--- src/rtl/instruction_fetch_unit_if.sv ---
// rtl/instruction_fetch_unit_if.sv - instruction memory, redirect and decode-facing signals of the fetch unit
interface instruction_fetch_unit_if;
    logic [31:0] imem_pc;
    logic [31:0] imem_instruction;
    logic        redirect_valid;
    logic [31:0] redirect_pc;
    logic        out_valid;
    logic        out_ready;
    logic [31:0] out_pc;
    logic [31:0] out_instruction;
    logic        fetch_fault;
    logic [31:0] fetch_fault_pc;

    modport master (
        output imem_pc,
        input  imem_instruction,
        input  redirect_valid,
        input  redirect_pc,
        output out_valid,
        input  out_ready,
        output out_pc,
        output out_instruction,
        output fetch_fault,
        output fetch_fault_pc
    );

    modport slave (
        input  imem_pc,
        output imem_instruction,
        output redirect_valid,
        output redirect_pc,
        input  out_valid,
        output out_ready,
        input  out_pc,
        input  out_instruction,
        input  fetch_fault,
        input  fetch_fault_pc
    );
endinterface

--- src/rtl/instruction_fetch_unit.sv ---
// rtl/instruction_fetch_unit.sv - fetch PC owner with circular {pc, instruction} queue toward decode
module instruction_fetch_unit #(
    parameter logic [31:0] RESET_PC    = 32'h0000_0000,
    parameter int          QUEUE_DEPTH = 2
) (
    input  logic                   clk,
    input  logic                   reset,
    instruction_fetch_unit_if.master bus
);
    localparam int PTR_W = $clog2(QUEUE_DEPTH);
    localparam int CNT_W = PTR_W + 1;
    localparam logic [CNT_W-1:0] DEPTH_C = CNT_W'(QUEUE_DEPTH);

    typedef enum logic {ST_RUN, ST_HALT} state_t;

    state_t           state_q, state_d;
    logic [31:0]      fetch_pc_q, fetch_pc_d;
    logic [CNT_W-1:0] count_q, count_d;
    logic [PTR_W-1:0] wr_ptr_q, wr_ptr_d;
    logic [PTR_W-1:0] rd_ptr_q, rd_ptr_d;
    logic             fault_q, fault_d;
    logic [31:0]      fault_pc_q, fault_pc_d;
    logic             pop, push;

    logic [31:0] pc_mem_q   [QUEUE_DEPTH];
    logic [31:0] insn_mem_q [QUEUE_DEPTH];

    assign bus.imem_pc         = fetch_pc_q;
    assign bus.out_valid       = (count_q != '0);
    assign bus.out_pc          = pc_mem_q[rd_ptr_q];
    assign bus.out_instruction = insn_mem_q[rd_ptr_q];
    assign bus.fetch_fault     = fault_q;
    assign bus.fetch_fault_pc  = fault_pc_q;

    always_comb begin
        state_d    = state_q;
        fetch_pc_d = fetch_pc_q;
        count_d    = count_q;
        wr_ptr_d   = wr_ptr_q;
        rd_ptr_d   = rd_ptr_q;
        fault_d    = fault_q;
        fault_pc_d = fault_pc_q;
        pop  = (count_q != '0) && bus.out_ready;
        // A full queue still accepts a push when the head leaves in the same cycle.
        push = (state_q == ST_RUN) && !bus.redirect_valid && ((count_q < DEPTH_C) || pop);

        if (bus.redirect_valid) begin
            count_d  = '0;
            wr_ptr_d = '0;
            rd_ptr_d = '0;
            if (bus.redirect_pc[1:0] == 2'b00) begin
                fetch_pc_d = bus.redirect_pc;
                state_d    = ST_RUN;
                fault_d    = 1'b0;
            end else begin
                state_d    = ST_HALT;
                fault_d    = 1'b1;
                fault_pc_d = bus.redirect_pc;
            end
        end else begin
            if (push) begin
                wr_ptr_d   = wr_ptr_q + PTR_W'(1);
                fetch_pc_d = fetch_pc_q + 32'd4;
            end
            if (pop) begin
                rd_ptr_d = rd_ptr_q + PTR_W'(1);
            end
            case ({push, pop})
                2'b10:   count_d = count_q + CNT_W'(1);
                2'b01:   count_d = count_q - CNT_W'(1);
                default: count_d = count_q;
            endcase
        end
    end

    always_ff @(posedge clk) begin
        if (reset) begin
            state_q    <= ST_RUN;
            fetch_pc_q <= RESET_PC;
            count_q    <= '0;
            wr_ptr_q   <= '0;
            rd_ptr_q   <= '0;
            fault_q    <= 1'b0;
            fault_pc_q <= 32'h0;
            for (int i = 0; i < QUEUE_DEPTH; i++) begin
                pc_mem_q[i]   <= 32'h0;
                insn_mem_q[i] <= 32'h0;
            end
        end else begin
            state_q    <= state_d;
            fetch_pc_q <= fetch_pc_d;
            count_q    <= count_d;
            wr_ptr_q   <= wr_ptr_d;
            rd_ptr_q   <= rd_ptr_d;
            fault_q    <= fault_d;
            fault_pc_q <= fault_pc_d;
            if (push) begin
                pc_mem_q[wr_ptr_q]   <= fetch_pc_q;
                insn_mem_q[wr_ptr_q] <= bus.imem_instruction;
            end
        end
    end
endmodule

--- src/flat_wrapper.sv ---
// flat-port wrapper written by rule: the top's interface ports become plain ports
module instruction_fetch_unit_flat 
#(
    parameter logic [31:0] RESET_PC    = 32'h0000_0000,
    parameter int          QUEUE_DEPTH = 2
)
  (clk, reset, bus_imem_pc, bus_imem_instruction, bus_redirect_valid, bus_redirect_pc, bus_out_valid, bus_out_ready, bus_out_pc, bus_out_instruction, bus_fetch_fault, bus_fetch_fault_pc);
  instruction_fetch_unit_if bus_i ();
  input  logic clk;
  input  logic reset;
  output wire logic [$bits(bus_i.imem_pc)-1:0] bus_imem_pc;
  input wire logic [$bits(bus_i.imem_instruction)-1:0] bus_imem_instruction;
  input wire logic [$bits(bus_i.redirect_valid)-1:0] bus_redirect_valid;
  input wire logic [$bits(bus_i.redirect_pc)-1:0] bus_redirect_pc;
  output wire logic [$bits(bus_i.out_valid)-1:0] bus_out_valid;
  input wire logic [$bits(bus_i.out_ready)-1:0] bus_out_ready;
  output wire logic [$bits(bus_i.out_pc)-1:0] bus_out_pc;
  output wire logic [$bits(bus_i.out_instruction)-1:0] bus_out_instruction;
  output wire logic [$bits(bus_i.fetch_fault)-1:0] bus_fetch_fault;
  output wire logic [$bits(bus_i.fetch_fault_pc)-1:0] bus_fetch_fault_pc;
  assign bus_imem_pc = bus_i.imem_pc;
  assign bus_i.imem_instruction = bus_imem_instruction;
  assign bus_i.redirect_valid = bus_redirect_valid;
  assign bus_i.redirect_pc = bus_redirect_pc;
  assign bus_out_valid = bus_i.out_valid;
  assign bus_i.out_ready = bus_out_ready;
  assign bus_out_pc = bus_i.out_pc;
  assign bus_out_instruction = bus_i.out_instruction;
  assign bus_fetch_fault = bus_i.fetch_fault;
  assign bus_fetch_fault_pc = bus_i.fetch_fault_pc;
  instruction_fetch_unit #(.RESET_PC(RESET_PC), .QUEUE_DEPTH(QUEUE_DEPTH)) u_core (.clk(clk), .reset(reset), .bus(bus_i));
endmodule
--- config.mk ---
export PLATFORM = sky130hd
export DESIGN_NAME = instruction_fetch_unit_flat
export DESIGN_NICKNAME = d
export VERILOG_FILES = /design/src/rtl/instruction_fetch_unit_if.sv /design/src/rtl/instruction_fetch_unit.sv /design/src/flat_wrapper.sv
export SDC_FILE = /design/constraint.sdc
export NUM_CORES = 1
export LEC_CHECK = 0
export ABC_CLOCK_PERIOD_IN_PS = 6890
export BUFFER_PORTS_ARGS = -buffer_cell sky130_fd_sc_hd__buf_4
export CORE_MARGIN = 2
export CORE_UTILIZATION = 50
export CTS_CLUSTER_SIZE = 10
export DETAILED_ROUTE_END_ITERATION = 16
export GPL_TIMING_DRIVEN = 0
export PLACE_DENSITY_LB_ADDON = 0.08
export SYNTH_ARGS = -nofsm -noshare
export SYNTH_HDL_FRONTEND = slang
export SYNTH_SLANG_ARGS = --single-unit
--- constraint.sdc ---
create_clock -name clk -period 6.89 [get_ports clk]
set_clock_uncertainty 0.2 [all_clocks]
set_input_delay 2.067 -clock clk [delete_from_list [all_inputs] [get_ports clk]]
set_output_delay 2.067 -clock clk [all_outputs]
set_load 0.05 [all_outputs]
==> results of run 1 <==
cell usage in the layout (no fill, tap or decap), types with 7 or more instances in the layout:
cell type  instances
buf_4            197
edfxtp_1         128
and2_1           127
nand2_1           85
dfxtp_1           70
mux2_2            64
a21oi_1           53
clkbuf_1          47
nor2_1            26
clkbuf_16         22
nor3_1            16
a22oi_1           16
nand4_1           12
nor4_1            12
o22ai_1           10
nand3_1            9
o21ai_0            9
mux2i_1            8
and3_1             7
sequential cells by signal, summed over array words and instances (netlist names), named ones only:
name and flops:
u_core.count_q 2, u_core.wr_ptr_q 1, u_core.pc_mem_q 64, u_core.bus.imem_pc 32
u_core.insn_mem_q 64, u_core.bus.fetch_fault_pc 32, u_core.state_q 1, u_core.rd_ptr_q 1
area by class of cell:
class,count,area share [%]
Clock buffer,26,5.08
Sequential cell,198,46.3
Buffer,54,1.95
Tap cell,225,2.48
Clock inverter,6,0.629
Timing Repair Buffer,198,13.4
Inverter,6,0.199
Multi-Input combinational cell,521,30.0
layer usage:
layer  vias up  wire [µm]  GRT usage [%]
met5         -          0              0
met4         0        609           10.1
met3        47       1800           5.67
met2       293      10600           39.9
met1      3206       9780           31.9
li1       3234          -              -
per-stage QoR:
step / instances / instance area (µm²) / setup TNS, ps
after CTS: 1234 / 11300 / 0
after floorplan: 779 / 8870 / 0
final: 1234 / 11300 / 0
after global placement: 1200 / 10600 / -96940
after global routing: 1234 / 11300 / 0
after detailed placement: 1202 / 10700 / 0
critical path: cells and delay by family, from the launching register on:
family	cells	cell delay [ps]
buffers and inverters	3	1210
multiplexers	1	420
flip-flops	1	310
cell usage after synthesis, types with 3 or more instances:
library cell  instances
or3_1                 6
and2_1              127
and3_1                7
buf_2                 5
edfxtp_1            128
inv_1                 5
nor2_1               26
nand2_1              85
nor3_1               16
nor4_2                3
mux2_2               64
o211ai_1              3
mux2i_1               8
nand3_1               9
dfxtp_1              70
or2_2                 6
a22oi_1              16
a21oi_1              53
o22ai_1              10
nor4_1               12
o21ai_0               9
o21ai_1               3
and2_2                3
clkbuf_1             44
nand4_1              12
nor3b_1               3
xnor2_1               3
cells by family after synthesis:
group                      after synthesis  synth area share, %
and+or+nand+nor                        329                 20.6
DFF                                    198                 59.1
AOI/OAI and AO/OA                      114                 7.80
muxes                                   72                 9.03
buffers and inverters                   60                 2.75
xor gates and xnor gates                 4                0.395
adders and majority gates                2                0.282
path summary, 6_finish.rpt:
check,startpoint,endpoint,slack [ps],cells after the start
max,flop,bus_out_pc[10],2250,4
min,u_core.bus.fetch_fault_pc[28],u_core.bus.fetch_fault_pc[28],260,2
max reg2reg,u_core.state_q,u_core.insn_mem_q[0][5],4370,7
min reg2reg,u_core.bus.fetch_fault_pc[28],u_core.bus.fetch_fault_pc[28],260,2
where the power goes:
part           switching, mW  internal, mW
combinational          0.329         0.156
clock                  0.439         0.623
sequential            0.0369          1.33
==> results.md, run 1 <==
* Min cycle time layout at 4640 ps
* Residual DRC at 0
* Number of buffers created by CTS at 17
* Height of the chip at 137 µm
* RSZ-0062 raised after global routing: false
* Largest net degree at the start of global routing at 65
* CTS tree: yes
* Clk sinks at between 150 and 200
* Fin crit share at 67.3%
* Setup Viol. Count Final at 0
* Final WS setup at 2250 ps
* Final hold vios at 0
* Cts hold-fix bufs at 0
* Htree depth at 4
* Post-route ant nets at 0
* Initial antenna violation count at 0
* Max rail drop VDD at 0.000180 V
* Worst Hold Class: reg -> reg
* Crit-path slowest cell: clkbuf_1
* Share of post-route cells with drive strength above 1 at 32.1%
* Largest area contributor in the netlist: edfxtp_1
* EDFF count, synth at 128
* Antenna cells at 0
* Cell Rows at between 40 and 50
* Die ar. at 18800 µm²
* Status: complete, no violations
* #FFs+latches synth at 198
* Clock Root Buffer: clkbuf_16
* Power density cells at 257 nW/µm²
* Worst slack at placement at 2490 ps
* Sequential area share after synthesis at 59.1%
* CTS clock-pin slew for the worst setup and hold paths at 70 ps
* Number of global-route vias before repair at 6677
* Crit-path max FO at 10
* Final Max Slew Viols at 0
* Cell mode on critical path: clkbuf_1
* Worst Setup Path Type: reg -> out
* Synth warn at 0
* Pre-antenna DRT Iters at 5
* CTS Buffer Depth at 2
* Max_cap viols at 0
* Max stage delay on crit path at 520 ps
* Clk_lat worst skew at about 440 ps
* Fillers at 1416
* Util after Layout at 65.5%
* Post-Syn Area per Cell at 11.4 µm²
* Leading post-synthesis cells by cell area: edfxtp_1, dfxtp_1, and2_1
* RePlAce Congestion at 0.922
* Core Box Area at 17300 µm²
* Pwr Total at 2.91 mW
* Crit path capture type: output pin
* Die X at approximately 140 µm
* First-pass GRT wire length at 35.1 mm
* Area used by multi-input combinational logic at 3400 µm²
* Mean number of vias per cell at about 5.5
* Slew @ Worst Pin at 876 ps
* Overflow after GRT at 0
* Critical path cell sequence: clkbuf_1, clkbuf_1, mux2_2, buf_4
* Ys flop type: edfxtp_1
* Slew HR at 41.6%
* Initial Util at 51.3%
* Startpoint types: flop
* Nets at 1066
* Syn Nets at 849
* Hold_ws at 255 ps
* Via count at between 6000 and 7000
* Routed wire length at 22.8 mm
* Leak at 4.53 nW
* Max Clock Freq at 216 MHz
* Resize count post-CTS at 0
* FF+latch area at 5250 µm²
* Post-Syn Instances at just under 800
* Area grow syn2layout at 27.8%
* Mapped cell area at 8870 µm²
* Req. time, crit path at 4620 ps
* Crit path DAT at 2370 ps
* WL/cell at 18.5 µm
* Synth unique cells at 62
* DP HPWL at 16.1 mm
* Top-area cell type share of the netlist area at around 43%
* Initial DRC Count at between 500 and 600
* Global-route usage over all layers at 24.6%
* Postcts setup bufs at 0
* IO Port Bufs at 196
* # IOs at 198
* Async set or reset register ratio after synthesis at 0%
(Power assumes the default switching activity.)
==> inputs of run 2 (changes only) <==
--- a/config.mk
+++ b/config.mk
@@ -5,7 +5,7 @@
 export SDC_FILE = /design/constraint.sdc
 export NUM_CORES = 1
 export LEC_CHECK = 0
-export ABC_CLOCK_PERIOD_IN_PS = 6890
+export ABC_CLOCK_PERIOD_IN_PS = 4750
 export BUFFER_PORTS_ARGS = -buffer_cell sky130_fd_sc_hd__buf_4
 export CORE_MARGIN = 2
 export CORE_UTILIZATION = 50
==> constraint.sdc (replaced) <==
create_clock -name clk -period 4.75 [get_ports clk]
set_clock_uncertainty 0.2 [all_clocks]
set_input_delay 1.425 -clock clk [delete_from_list [all_inputs] [get_ports clk]]
set_output_delay 1.425 -clock clk [all_outputs]
set_load 0.05 [all_outputs]
==> run 2 against run 1 <==
  * Sequential power rose by 45%
  * Via count fell by 0.24%
  * Register-to-register slack got worse by 2200 ps
  * Global-route usage fell by 0.10 points
  * Final cell count did not move
  * Largest power group unchanged
  * Highest routed layer unchanged
==> results.md, run 2 (synthesized netlist as in run 1, its figures left out) <==
* Setup TNS at 0 ps (unchanged)
* Clock Root Buffer: clkbuf_16
* Die X at 137 µm (unchanged)
* # IOs at 198 (unchanged)
* First-pass GRT wire length at 34.9 mm (-0.43%)
* Via count at 6764 (-0.24%)
* Area grow syn2layout at 27.9% (about the same)
* DP HPWL at 16.4 mm (+1.8%)
* WL/cell at 18.5 µm (about the same)
* Reg2reg setup slack at 2170 ps (-2200 ps)
* Residual DRC at 0 (unchanged)
* Post-route cell area at 11300 µm² (about the same)
* Initial Util at 51.3% (unchanged)
* Initial DRC Count at 476 (-15%)
* Mean number of vias per cell at 5.48 (-0.24%)
* RePlAce Congestion at 0.952 (+3.2%)
* Slew @ Worst Pin at 845 ps (-30.2 ps)
* Final WS setup at 712 ps (-1540 ps)
* Slew HR at 43.6% (+2.0 points)
* CTS clock-pin slew for the worst setup and hold paths at 70 ps (about the same)
* Worst slack at placement at 938 ps (-1560 ps)
* Dpl cell area at 10700 µm² (unchanged)
* Largest net degree at the start of global routing at 65 (unchanged)
* Worst Hold Class: reg -> reg
* Power density cells at 377 nW/µm² (+47%)
* Resize count post-CTS at 0 (unchanged)
* Startpoint types: flop
* Status: complete, no violations
* Final Max Slew Viols at 0 (unchanged)
* Pwr Total at 4.27 mW (+47%)
* Commonest non-fill, non-tap cell in the layout: buf_4
* Clk_lat worst skew at 430 ps (about the same)
* Core Box Area at 17300 µm² (unchanged)
* Global-route usage over all layers at 24.5% (-0.10 points)
* Hold_ws at 255 ps (-0.0990 ps)
* Max Clock Freq at 248 MHz
* Clk sinks at 198 (unchanged)
* Commonest non-fill, non-tap cells in the layout: buf_4, edfxtp_1, and2_1, nand2_1, dfxtp_1
* Routed wire length at 22.8 mm (about the same)
* RSZ-0062 raised after global routing: false
* Setup Viol. Count Final at 0 (unchanged)
* Max_cap viols at 0 (unchanged)
* Leak at 4.52 nW (-0.16%)
* Crit-path max FO at 10 (unchanged)
* IO Port Bufs at 196 (unchanged)
* Die ar. at 18800 µm² (unchanged)
* Overflow after GRT at 0 (unchanged)
* Worst Setup Path Type: reg -> out
* Min cycle time layout at about 4000 ps
* Share of post-route cells with drive strength above 1 at 32.2% (+0.099 points)
* Final cell count without fillers at 1234 (unchanged)
* Height of the chip at 137 µm (unchanged)
* Fin crit share at 85.0%
* Crit path capture type: output pin
* Number of buffers created by CTS at 17 (unchanged)
* CTS tree: yes
* Antenna cells at 0 (unchanged)
* Cts hold-fix bufs at 0 (unchanged)
* CTS Buffer Depth at 2 (unchanged)
* Initial antenna violation count at 0 (unchanged)
* Cell Rows at 48 (unchanged)
* Post-route ant nets at 0 (unchanged)
* Util after Layout at 65.6% (about the same)
* Final hold vios at 0 (unchanged)
* Nets at 1066 (unchanged)
* Max rail drop VDD at 0.000238 V (+32%)
* Number of global-route vias before repair at 6426 (-3.8%)
* Top flop regs: u_core.insn_mem_q x64, u_core.pc_mem_q x64
* Htree depth at 4 (unchanged)
* Postcts setup bufs at 0 (unchanged)
* Crit path DAT at 2410 ps (+40 ps)
* Placed Cells at 1202 (unchanged)
* Pre-antenna DRT Iters at 5 (unchanged)
* Req. time, crit path at 3120 ps (-1500 ps)
## run 2: cell count changes in the layout (fill, tap and decap cells not counted), sizes merged
cell	change
clkinv	+1
clkinvlp	+2
bufinv	+4
clkbuf	-7
## run 2: final timing paths
check | to | start | cells past startpoint
max | bus_out_instruction[2] | flop | 4
min | u_core.bus.fetch_fault_pc[28] | u_core.bus.fetch_fault_pc[28] | 2
max reg2reg | u_core.insn_mem_q[0][11] | u_core.state_q | 7
min reg2reg | u_core.bus.fetch_fault_pc[28] | u_core.bus.fetch_fault_pc[28] | 2
## run 2: critical path, stage by stage, from the launching register on
cell	delay, ps
dfxtp_1	320
clkbuf_1	510
clkbuf_1	540
mux2_2	410
buf_4	190
## run 2: routing by layer
metal	track usage [%]	part of all wire [%]
met5	0	0
met4	7.50	1.8
met3	6.29	9.3
met2	39.6	47
met1	32.5	41
## run 2: cell type report
class,count,area [µm²]
tap,225,282
buffer,54,221
multi-input combinational,521,3400
fill,1405,5960
clock inverter,13,219
clock buffer,19,433
timing repair buffer,198,1520
sequential,198,5250
inverter,6,22.5
## run 2: power by group
group | internal (mW) | switching [mW]
Sequential | 1.93 | 0.0541
Combinational | 0.226 | 0.477
Clock | 0.944 | 0.641
Total | 3.10 | 1.17
==> inputs of run 3 (changes only) <==
--- a/config.mk
+++ b/config.mk
@@ -8,7 +8,8 @@
 export ABC_CLOCK_PERIOD_IN_PS = 4750
 export BUFFER_PORTS_ARGS = -buffer_cell sky130_fd_sc_hd__buf_4
 export CORE_MARGIN = 2
-export CORE_UTILIZATION = 50
+export CORE_UTILIZATION = 54
+export CTS_BUF_LIST = sky130_fd_sc_hd__clkbuf_16
 export CTS_CLUSTER_SIZE = 10
 export DETAILED_ROUTE_END_ITERATION = 16
 export GPL_TIMING_DRIVEN = 0
==> run 3 against run 2 <==
  * Routed wire length shrank 1.4%
  * Sequential share of layout area increased by 0.47 points
  * Flip-flop and latch count stayed put
  * Critical path type unchanged
  * Critical endpoint is now bus_out_instruction[21]
  * Highest routed layer unchanged
==> results.md, run 3 (synthesized netlist as in run 1, its figures left out) <==
* Height of the chip at 132 µm (-3.7%)
* Clock Root Buffer: clkbuf_16
* Pre-antenna DRT Iters at 6 (+1)
* Number of global-route vias before repair at 6625 (+3.1%)
* Nets at 1066 (unchanged)
* Cell Rows at 46 (-4.2%)
* CTS tree: yes
* Clk_lat worst skew at 430 ps (about the same)
* Largest net degree at the start of global routing at 65 (unchanged)
* Residual DRC at 0 (unchanged)
* # IOs at 198 (unchanged)
* Top flop regs: u_core.insn_mem_q x64, u_core.pc_mem_q x64
* Crit-path max FO at 10 (unchanged)
* Hold_ws at 259 ps (+3.87 ps)
* Pwr Total at 4.03 mW (-5.6%)
* Final Max Slew Viols at 0 (unchanged)
* Antenna cells at 0 (unchanged)
* Resize count post-CTS at 0 (unchanged)
* Req. time, crit path at 3120 ps (about the same)
* Setup TNS at 0 ps (unchanged)
* Flop pwr share at 49.2% (+2.8 points)
* Initial antenna violation count at 0 (unchanged)
* Commonest non-fill, non-tap cells in the layout: buf_4, edfxtp_1, and2_1, nand2_1, dfxtp_1
* Fin crit share at 84.1% (-0.97 points)
* DP HPWL at 16.1 mm (-1.4%)
* RSZ-0062 raised after global routing: false
* Initial Util at 55.6% (+4.4 points)
* Switch share at 28.5% (+1.1 points)
* Max_cap viols at 0 (unchanged)
* Critical path cell sequence: clkbuf_1, clkbuf_1, mux2_2, buf_4
* Slew HR at 43.4% (-0.24 points)
* Initial DRC Count at 447 (-6.1%)
* Status: complete, no violations
* Setup Viol. Count Final at 0 (unchanged)
* Htree depth at 4 (unchanged)
* Postcts setup bufs at 0 (unchanged)
* First-pass GRT wire length at 35.2 mm (+0.85%)
* Share of post-route cells with drive strength above 1 at 32.0% (-0.20 points)
* Clock share of power at 33.4% (-3.7 points)
* Clk sinks at 198 (unchanged)
* Mean number of vias per cell at 5.60 (+2.1%)
* Crit-path slowest cell: clkbuf_1
* IO Port Bufs at 196 (unchanged)
* CTS Buffer Depth at 2 (unchanged)
* Overflow after GRT at 0 (unchanged)
* Psw at 1.15 mW (-2.0%)
* Area grow syn2layout at 26.6%
* Final hold vios at 0 (unchanged)
* Die X at 132 µm (-3.7%)
* Crit path capture type: output pin
* Reg-to-reg endpoint: u_core.pc_mem_q[0][9]
* Die ar. at 17500 µm² (-7.2%)
* Commonest non-fill, non-tap cell in the layout: buf_4
* Worst r2r src: u_core.state_q
* R2R cell count at 7 (unchanged)
* Leak at 4.49 nW (-0.62%)
* Worst path depth at 4 (unchanged)
* Slew @ Worst Pin at 849 ps (+3.65 ps)
* Power density cells at 359 nW/µm² (-4.7%)
* Worst Setup Path Type: reg -> out
* Final cell count without fillers at 1225 (-0.73%)
* Max Clock Freq at 250 MHz (+1.2%)
* Worst Hold Class: reg -> reg
* Comb power frac at 17.4% (+1.0 points)
* Min cycle time layout at 3990 ps (-46.1 ps)
* Cell mode on critical path: clkbuf_1
* Via count at 6854 (+1.3%)
* Core Box Area at 15900 µm² (-7.8%)
* Routed wire length at 22.5 mm (-1.4%)
* CTS clock-pin slew for the worst setup and hold paths at 70 ps (about the same)
* Reg2reg setup slack at 2230 ps (+60 ps)
* Max rail drop VDD at 0.000256 V (+7.5%)
* Startpoint types: flop
* Top cell family by delay on the critical path: buffers and inverters
* CP endpoint: bus_out_instruction[21]
* Crit path DAT at 2370 ps (-40 ps)
* Fillers at 1239 (-12%)
* Util after Layout at 70.4% (+4.8 points)
* Bufs and invs on worst path at 3 (unchanged)
* Placed Cells at 1193 (-0.75%)
* Post-route ant nets at 0 (unchanged)
* RePlAce Congestion at 0.941 (-1.1%)
* Global-route usage over all layers at 25.7% (+1.2 points)
* Cts hold-fix bufs at 0 (unchanged)
* Number of buffers created by CTS at 17 (unchanged)
* Internal at 2.88 mW (-7.0%)
* WL/cell at 18.4 µm (-0.68%)
* Max stage delay on crit path at 530 ps (about the same)
-- run 3: cell types whose count changed in the layout (fill, tap and decap cells not counted), sizes merged --
cell    change
bufinv      -5
clkinv      +1
inv         +4
-- run 3: layout make-up --
type | count | area (µm²) | area share [%]
well taps | 216 | 270 | 2.41
multi-input cells | 521 | 3400 | 30.3
inverters | 6 | 22.5 | 0.201
clock buffers | 19 | 475 | 4.24
repair buffers | 198 | 1510 | 13.5
clock inverters | 13 | 80.1 | 0.713
plain buffers | 54 | 221 | 1.97
flip-flops and latches | 198 | 5250 | 46.7
-- run 3: power groups by stage --
stage	registers (mW)	clock network (mW)	logic, mW
after detailed placement	2.02	0	0.702
after global routing	1.99	1.42	0.740
final	1.98	1.35	0.702
after floorplan	2.11	0	0.362
after global placement	2.02	0	0.690
after CTS	1.98	1.36	0.704
-- run 3: worst min path at each step --
| stage | from | end | slack (ps) | cells past startpoint |
|---|---|---|---|---|
| final | u_core.bus.fetch_fault_pc[23] | u_core.bus.fetch_fault_pc[23] | 260 | 2 |
| after global routing | u_core.bus.fetch_fault_pc[25] | u_core.bus.fetch_fault_pc[25] | 280 | 2 |
| after CTS | u_core.bus.fetch_fault_pc[29] | u_core.bus.fetch_fault_pc[29] | 260 | 2 |
| after detailed placement | u_core.bus.fetch_fault_pc[29] | u_core.bus.fetch_fault_pc[29] | 250 | 2 |
| after global placement | u_core.bus.fetch_fault_pc[7] | u_core.bus.fetch_fault_pc[7] | 240 | 2 |
| after floorplan | u_core.count_q[1] | u_core.count_q[1] | 270 | 2 |
-- run 3: metrics by stage --
stage               area (µm²)  setup WS, ps
floorplan                 8870           469
global route             11200           591
global placement         10600          -806
finish                   11200           758
CTS                      11200           695
detailed placement       10700          1000
-- run 3: worst reg2reg max path, delay by kind of cell, from the launching register on --
kind | cells | cell delay [ps]
buffers and inverters | 3 | 790
flip-flops | 1 | 330
AND/OR/NAND/NOR | 4 | 1060
-- run 3: routing by layer --
metal / GRT usage [%] / wire, µm
met5: 0 / 0
met3: 6.34 / 1960
met4: 8.09 / 454
met1: 33.1 / 9130
met2: 43.1 / 10900
